[config.mk]
export PLATFORM = sky130hd
export DESIGN_NAME = debug_unit
export DESIGN_NICKNAME = d
export VERILOG_FILES = /design/src/rtl/debug_unit.sv
export SDC_FILE = /design/constraint.sdc
export NUM_CORES = 1
export LEC_CHECK = 0
export ABC_AREA = 1
export ABC_CLOCK_PERIOD_IN_PS = 1400
export BUFFER_PORTS_ARGS = -buffer_cell sky130_fd_sc_hd__buf_2
export CAP_MARGIN = 20
export CORE_UTILIZATION = 40
export DETAILED_ROUTE_END_ITERATION = 16
export GPL_TIMING_DRIVEN = 0
export HOLD_SLACK_MARGIN = 0.03
export PLACE_DENSITY = 0.67
export SETUP_SLACK_MARGIN = 0.4
export SLEW_MARGIN = 20
export SYNTH_ARGS = -nofsm -noshare
export SYNTH_HDL_FRONTEND = slang
export SYNTH_SLANG_ARGS = --single-unit
[constraint.sdc]
create_clock -name i_clk -period 1.4 [get_ports i_clk]
set_clock_uncertainty 0.05 [all_clocks]
set_input_delay 0.14 -clock i_clk [delete_from_list [all_inputs] [get_ports i_clk]]
set_output_delay 0.14 -clock i_clk [all_outputs]
set_load 0.05 [all_outputs]
[src/rtl/debug_unit.sv]
`timescale 1ns/1ps
// Host debug controller: UART commands load imem, run/step the pipeline, then stream PC/regs/dmem back.
// Registered outputs; one tx byte in flight at a time, each held until i_tx_done acknowledges it.
module debug_unit #(
    parameter int INST_SZ   = 32,
    parameter int BYTE_SZ   = 8,
    parameter int REG_SZ    = 5,
    parameter int N_REGS    = 32,
    parameter int N_MEM     = 32,
    parameter logic [INST_SZ-1:0] HALT_INST = 32'h0000_003F
) (
    input  logic               i_clk,
    input  logic               i_reset,
    input  logic [BYTE_SZ-1:0] i_rx_data,
    input  logic               i_rx_done,
    input  logic               i_tx_done,
    input  logic [INST_SZ-1:0] i_pc,
    input  logic [INST_SZ-1:0] i_reg,
    input  logic [INST_SZ-1:0] i_mem,
    input  logic               i_halt,
    output logic               o_write,
    output logic [INST_SZ-1:0] o_instruction,
    output logic               o_enable,
    output logic [REG_SZ-1:0]  o_debug_addr,
    output logic [BYTE_SZ-1:0] o_tx_data,
    output logic               o_tx_start
);

    localparam int BPW  = INST_SZ / BYTE_SZ;
    localparam int BC_W = (BPW > 1) ? $clog2(BPW) : 1;

    localparam logic [BYTE_SZ-1:0] CMD_LOAD = BYTE_SZ'(8'h4C);
    localparam logic [BYTE_SZ-1:0] CMD_RUN  = BYTE_SZ'(8'h52);
    localparam logic [BYTE_SZ-1:0] CMD_STEP = BYTE_SZ'(8'h53);
    localparam logic [BYTE_SZ-1:0] CMD_DUMP = BYTE_SZ'(8'h44);

    localparam logic [3:0] S_IDLE       = 4'd0;
    localparam logic [3:0] S_LOAD       = 4'd1;
    localparam logic [3:0] S_LOAD_WR    = 4'd2;
    localparam logic [3:0] S_RUN        = 4'd3;
    localparam logic [3:0] S_STEP       = 4'd4;
    localparam logic [3:0] S_STEP_END   = 4'd5;
    localparam logic [3:0] S_DUMP_ADDR  = 4'd6;
    localparam logic [3:0] S_DUMP_WAIT  = 4'd7;
    localparam logic [3:0] S_DUMP_LATCH = 4'd8;
    localparam logic [3:0] S_DUMP_SEND  = 4'd9;
    localparam logic [3:0] S_DUMP_ACK   = 4'd10;

    // Dump word counter: section (PC, registers, memory) plus index within the section.
    localparam logic [1:0] SEC_PC  = 2'd0;
    localparam logic [1:0] SEC_REG = 2'd1;
    localparam logic [1:0] SEC_MEM = 2'd2;

    localparam logic [BC_W-1:0]   LAST_BYTE = BC_W'(BPW - 1);
    localparam logic [REG_SZ-1:0] LAST_REG  = REG_SZ'(N_REGS - 1);
    localparam logic [REG_SZ-1:0] LAST_MEM  = REG_SZ'(N_MEM - 1);

    logic [3:0]         state;
    logic [BC_W-1:0]    byte_cnt;
    logic [1:0]         sec;
    logic [REG_SZ-1:0]  idx;
    logic [INST_SZ-1:0] shift;
    logic [INST_SZ-1:0] rd_word;
    logic [INST_SZ-1:0] load_word;
    logic               last_word;

    always_comb begin
        rd_word = i_mem;
        if (sec == SEC_PC) begin
            rd_word = i_pc;
        end else if (sec == SEC_REG) begin
            rd_word = i_reg;
        end
    end

    assign load_word = {shift[INST_SZ-BYTE_SZ-1:0], i_rx_data};
    assign last_word = (sec == SEC_MEM) && (idx == LAST_MEM);

    always_ff @(posedge i_clk) begin
        if (i_reset) begin
            state         <= S_IDLE;
            byte_cnt      <= '0;
            sec           <= SEC_PC;
            idx           <= '0;
            shift         <= '0;
            o_write       <= 1'b0;
            o_instruction <= '0;
            o_enable      <= 1'b0;
            o_debug_addr  <= '0;
            o_tx_data     <= '0;
            o_tx_start    <= 1'b0;
        end else begin
            o_write    <= 1'b0;
            o_tx_start <= 1'b0;
            case (state)
                S_IDLE: begin
                    if (i_rx_done) begin
                        case (i_rx_data)
                            CMD_LOAD: begin
                                state    <= S_LOAD;
                                byte_cnt <= '0;
                                shift    <= '0;
                            end
                            CMD_RUN:  state <= S_RUN;
                            CMD_STEP: state <= S_STEP;
                            CMD_DUMP: state <= S_DUMP_ADDR;
                            default:  state <= S_IDLE;
                        endcase
                    end
                end
                S_LOAD: begin
                    if (i_rx_done) begin
                        shift    <= load_word;
                        byte_cnt <= byte_cnt + BC_W'(1);
                        if (byte_cnt == LAST_BYTE) begin
                            o_write       <= 1'b1;
                            o_instruction <= load_word;
                            state         <= S_LOAD_WR;
                        end
                    end
                end
                S_LOAD_WR: begin
                    byte_cnt <= '0;
                    state    <= (o_instruction == HALT_INST) ? S_IDLE : S_LOAD;
                end
                S_RUN: begin
                    if (i_halt) begin
                        o_enable <= 1'b0;
                        state    <= S_DUMP_ADDR;
                    end else begin
                        o_enable <= 1'b1;
                    end
                end
                S_STEP: begin
                    if (i_halt) begin
                        state <= S_DUMP_ADDR;
                    end else begin
                        o_enable <= 1'b1;
                        state    <= S_STEP_END;
                    end
                end
                S_STEP_END: begin
                    o_enable <= 1'b0;
                    state    <= S_DUMP_ADDR;
                end
                S_DUMP_ADDR: begin
                    o_debug_addr <= idx;
                    state        <= S_DUMP_WAIT;
                end
                // Extra cycle lets a registered-read memory settle before the latch.
                S_DUMP_WAIT: state <= S_DUMP_LATCH;
                S_DUMP_LATCH: begin
                    shift    <= rd_word;
                    byte_cnt <= '0;
                    state    <= S_DUMP_SEND;
                end
                S_DUMP_SEND: begin
                    o_tx_start <= 1'b1;
                    o_tx_data  <= shift[INST_SZ-1 -: BYTE_SZ];
                    state      <= S_DUMP_ACK;
                end
                S_DUMP_ACK: begin
                    if (i_tx_done) begin
                        shift <= {shift[INST_SZ-BYTE_SZ-1:0], {BYTE_SZ{1'b0}}};
                        if (byte_cnt != LAST_BYTE) begin
                            byte_cnt <= byte_cnt + BC_W'(1);
                            state    <= S_DUMP_SEND;
                        end else begin
                            byte_cnt <= '0;
                            if (last_word) begin
                                sec          <= SEC_PC;
                                idx          <= '0;
                                o_debug_addr <= '0;
                                state        <= S_IDLE;
                            end else begin
                                state <= S_DUMP_ADDR;
                                if (sec == SEC_PC) begin
                                    sec <= SEC_REG;
                                    idx <= '0;
                                end else if (sec == SEC_REG && idx == LAST_REG) begin
                                    sec <= SEC_MEM;
                                    idx <= '0;
                                end else begin
                                    idx <= idx + REG_SZ'(1);
                                end
                            end
                        end
                    end
                end
                default: state <= S_IDLE;
            endcase
        end
    end

endmodule
# Word-level counts from Yosys, hierarchy flattened
# Index checks and enable logic that the tools add are counted.
[classes] eq_ne=29 bitwise=3 muxes=39 n_addsub=2 n_reduce_logical=19
[op_table] cell="2-to-1 mux 32 bit" count=6
[op_table] cell="case mux 32 bit (4 select lines)" count=1
[op_table] cell="case mux 4 bit (11 select lines)" count=1
[op_table] cell="equality test 32 x 6 -> 1 bit (second input constant)" count=1
[op_table] cell="equality test 8 x 7 -> 1 bit (second input constant)" count=4
[op_table] cell="2-to-1 mux 5 bit" count=6
[op_table] cell="2-to-1 mux 4 bit" count=6
[op_table] cell="2-to-1 mux 2 bit" count=9
[op_table] cell="!= test 2 bit (second input constant)" count=9
[op_table] cell="equality test 4 x 3 -> 1 bit (second input constant)" count=4
[op_table] cell="AND reduction 5 bit" count=3
[op_table] cell="equality test 4 bit (second input constant)" count=3
[op_table] cell="case mux 3 bit (4 select lines)" count=1
[op_table] cell="case mux 5 bit (2 select lines)" count=1
[op_table] cell="equality test 4 x 2 -> 1 bit (second input constant)" count=2
[op_table] cell="case mux 2 bit (4 select lines)" count=1
[op_table] cell="AND reduction 4 bit" count=2
[op_table] cell="nonzero test 4 bit" count=2
[op_table] cell="AND reduction 3 bit" count=2
[op_table] cell="nonzero test 3 bit" count=2
[op_table] cell="adder 5 x 1 -> 5 bit (second input constant)" count=1
[op_table] cell="equality test 5 bit (second input constant)" count=1
[op_table] cell="2-to-1 mux 1 bit" count=5
[op_table] cell="equality test 2 bit (second input constant)" count=2
[op_table] cell="other kinds (14)" count=17
[totals] register_bits=93 in_bits=109 word_cells=103 out_inout_bits=48

# Longest topological paths before layout
[logic_depth] depth_word=6 ltp_mapped=11 depth_no_buf=11

# Worst setup path before layout
# OpenSTA, ideal clock, no wires.
[synth_path] kind="register -> register" from="register idx[0]" to="register sec[1]" t_required_ps=1218 slack_ps=-140 period_less_slack_ps=1540 path_stages_with_launch=10 n_path_buf=0 arrival_ps=1358 path_cell_list="dfxtp_1 -> ha_1 -> inv_1 -> nor2_1 -> ha_1 -> inv_1 -> nor3_1 -> o21ai_0 -> nand2_1 -> a21oi_1"
[synth_via] elab_chain_cells=4 elab_cells_between_ends=6 cone_classes="1 x eq/ne; 1 x mux; 4 x reduce/logical"
[synth_rtl] item="start: declaration" line="61" rtl="logic [REG_SZ-1:0] idx;"
[synth_rtl] item="start signal: assignment" line="184" rtl="idx <= idx + REG_SZ'(1);"
[synth_rtl] item="equality test 5 bit *" line="77, 180"
[synth_rtl] item="logical AND 1 bit (on tied branches)" line="77, 180"
[synth_rtl] item="nonzero test 3 bit (no source line)"
[synth_rtl] item="AND reduction 4 bit (no source line)"
[synth_rtl] item="end signal: assignment" line="83" rtl="sec <= SEC_PC;"
[synth_rtl] item="end signal: assignment" line="178" rtl="sec <= SEC_REG;"
[synth_rtl] item="end signal: assignment" line="181" rtl="sec <= SEC_MEM;"
[synth_rtl] item="end: declaration" line="60" rtl="logic [1:0] sec;"
# Every way passes the cells marked *; elsewhere a longest branch is shown, timed or not.
# A chain may end at the register's enable or synchronous reset.

# Worst setup path in the final report
[layout_path] from="register state[0]" to="register shift[20]"
[layout_via] elab_chain_cells=3 elab_cells_between_ends=11 cone_classes="7 x eq/ne; 1 x mux; 3 x reduce/logical"
[layout_rtl] item="start: declaration" line="58" rtl="logic [3:0] state;"
[layout_rtl] item="start signal: assignment" line="124" rtl="state <= (o_instruction == HALT_INST) ? S_IDLE : S_LOAD;"
[layout_rtl] item="equality test 4 bit (tied with other cells)" line="95" rtl="case (state)"
[layout_rtl] item="nonzero test 4 bit (no source line) (tied with other cells)"
[layout_rtl] item="AND reduction 5 bit (no source line)"
[layout_rtl] item="end signal: assignment" line="113" rtl="shift <= load_word;"
[layout_rtl] item="end signal: assignment" line="153" rtl="shift <= rd_word;"
[layout_rtl] item="end signal: assignment" line="164" rtl="shift <= {shift[INST_SZ-BYTE_SZ-1:0], {BYTE_SZ{1'b0}}};"
[layout_rtl] item="end: declaration" line="62" rtl="logic [INST_SZ-1:0] shift;"
# Parallel ways exist; a longest one is shown, timed or not.

==> summary.txt <==
Final layout
  • Area Overhead vs Synth: 73.10%
  • Nets@finish: 1,116
  • Fillers: approximately 900
  • Final Non-Filler Cells: 1,152
  • Most frequent cells in the layout: nand2_1 (255), buf_2 (110), nand3_1 (59)
  • Ant. Diodes: 0
  • Layout cell share with drive strength beyond 1: 0.4926
  • Most common cell after layout, fill and taps aside: nand2_1

Floorplanning
  • Die Ht: 112.5 um
  • Core footprint: 11,660 um^2
  • Initial Util: 0.4188
  • Top-Level Pins: 157
  • Cell Rows: 39
  • Die Width: 112.5 um
  • Die area: 12,660 um^2

Pwr
  • P per Cell Area: 663.6 nW/um^2
  • Worst VDD drop: 0.5371 mV
  • Leakage: 3.655 nW

Routing
  • Iter 0 DRT Violations: 414
  • Antenna Nets Post-Route: 0
  • DR vias/cell: 5.330
  • Initial DRT Pass Iterations: 5
  • Post-Route WL: 19.12 mm
  • DR vias: between 6,000 and 7,000
  • Wire per inst: approximately 17 um
  • DR DRC count: 0

Clock tree
  • TritonCTS clock tree: yes
  • Clock-pin transition on the worst setup and hold timing paths: roughly 70 ps
  • Worst-skew pair later-pin latency: 350 ps
  • Longest Clk Path Bufs: 2
  • Num Clock Sinks: 93
  • CTS root buf: clkbuf_16
  • H-Tree Depth: 3
  • CTS buffer count: 9

Global route
  • Total grt overflow: 0
  • Initial antenna violation count: 0
  • Vias in the first global route: 5,670
  • Global-route wire length before repair: 27.87 mm
  • Largest net degree at the start of global routing: 17
  • All-Layer GR Usage: 0.2811

Placement
  • Placed Cells: 1,070
  • GP Congestion: 0.9379
  • Input/output buffers: 155
  • Hpwl dp: 11.79 mm

Timing
  • RSZ-0062 raised after global routing: true
  • Fmax: 595.5 MHz
  • Worst slew margin: 0.3922
  • Setup ws final: -279.2 ps
  • Minimum clock period: 1679 ps
  • Tightest Pin Transition: 911.7 ps
  • Setup TNS: -15,680 ps
  • Final period util: 1.199
  • Final Hold Fails: 0
  • Final Setup Violations: 92
  • Max Slew Vio Count: 0

Synthesis
  • Post-synth cell types: 28
  • Register area share after synthesis: 0.3811
  • Syn Inst Count: 772
  • Synth Net Count: roughly 900
  • Synth warnings: 0
  • #FFs+latches synth: 93
  • Mean post-synth cell area: 6.327 um^2
  • Mapped cell area: 4885 um^2

Critical path
  • Critical Path Fanout Max: 7
  • Crit path kind: reg -> reg
  • Critical path endpoint category: flip-flop
  • Crit path launch type: flip-flop
  • CP Data Arrival Time: 1910 ps
  • Data required time of the critical path: 1630 ps

Flow run
  • Max Cap Violations: 0

Outcome
  • Status: complete, but fails checks
  • Failing checks: setup timing

Hold path
  • Hold Crit Class: in -> reg
==> sequential cells by signal, summed over array words and instances, names as in the netlist, 2 cells and up <==
| register | flops |
|---|---|
| byte_cnt | 2 |
| idx | 5 |
| o_debug_addr | 5 |
| o_instruction | 32 |
| o_tx_data | 8 |
| sec | 2 |
| shift | 32 |
| state | 4 |
==> area by class of cell <==
class / instances / area (um^2) / area share
flip-flops and latches: 93 / 1962 / 0.2320
inverters: 58 / 242.7 / 0.02871
multi-input cells: 578 / 3392 / 0.4012
repair buffers: 220 / 1932 / 0.2285
clock buffers: 10 / 239.0 / 0.02826
clock inverters: 6 / 70.07 / 0.008286
plain buffers: 43 / 432.9 / 0.05120
repair inverters: 1 / 6.256 / 0.0007399
well taps: 143 / 178.9 / 0.02116
==> through the flow <==
stage | setup WS (ps) | hold WS [ps] | total power, mW | cell area (um^2) | utilization
2_1_floorplan | -97.67 | 251.0 | 2.843 | 4979 | -
3_3_place_gp | -544.5 | 403.2 | 3.041 | 5933 | 0.5087
3_5_place_dp | -526.8 | 402.7 | 3.043 | 5933 | 0.5087
4_1_cts | -207.8 | 52.04 | 5.570 | 7797 | 0.6686
5_1_grt | -359.6 | 76.53 | 5.730 | 8456 | 0.7250
6_report | -279.2 | 63.04 | 5.611 | 8456 | 0.7250
==> power by group <==
part | total [mW] | internal, mW | leakage, nW | switching [mW]
Clock | 2.56 | 1.45 | 0.153 | 1.11
Combinational | 0.433 | 0.199 | 2.72 | 0.234
Sequential | 2.62 | 2.62 | 0.782 | 0.000410
==> cell usage after synthesis (all sizes together) <==
cell	instances	share of area
nand4	2	0.0026
ha	3	0.0077
inv	57	0.044
buf	24	0.034
xor2	1	0.0018
clkbuf	19	0.015
dfxtp	93	0.38
nand2	283	0.22
nor3b	1	0.0015
clkinv	1	0.00077
nor3	5	0.0051
nand3	89	0.091
a31oi	1	0.0013
nor2	54	0.046
a211oi	1	0.0015
a21oi	76	0.080
o21ai	59	0.060
nand3b	3	0.0046
==> layer usage <==
metal,part of all wire,wire length (um),track usage
met3,0.059,1120,0.05076
met5,0,0,0
met1,0.40,7738,0.3515
met2,0.51,9742,0.4894
met4,0.027,521,0.09067
==> what timing repair did <==
item,4_1_cts,5_1_grt
gates cloned,9,7
pin swaps,50,44
gates resized for setup,407,104
hold endpoints to repair,0,0
setup buffers,33,17
hold buffers,0,0
endpoints found under the setup margin,141,141
==> worst paths after layout <==
kind	from	end	slack, ps	depth (start not counted)
worst min-delay path	i_rx_data[7]	o_instruction[7]$_SDFFE_PP0P_	60	3
worst min register to register	shift[28]$_SDFFE_PP0P_	shift[28]$_SDFFE_PP0P_	420	2
worst max-delay path	state[0]$_SDFFE_PP0P_	shift[20]$_SDFFE_PP0P_	-280	11
worst max register to register	state[0]$_SDFFE_PP0P_	shift[20]$_SDFFE_PP0P_	-280	11
==> cells by family after synthesis <==
kind of cell | synth area share
simple gates | 0.3722
compound gates | 0.1434
buf+inv | 0.09375
flops | 0.3811
fa+ha+maj | 0.007685
xor+xnor | 0.001793
==> worst max-delay path, stage by stage, from the launching register on <==
cell and delay, ps:
dfxtp_2 320, buf_6 130, inv_6 50, nand2_4 70, nor2_4 50, nand2_2 80
nand2_4 60, a21oi_4 250, buf_12 180, buf_8 130, nand3_2 80, a21oi_1 160
Power figures use the tool's default switching activity.
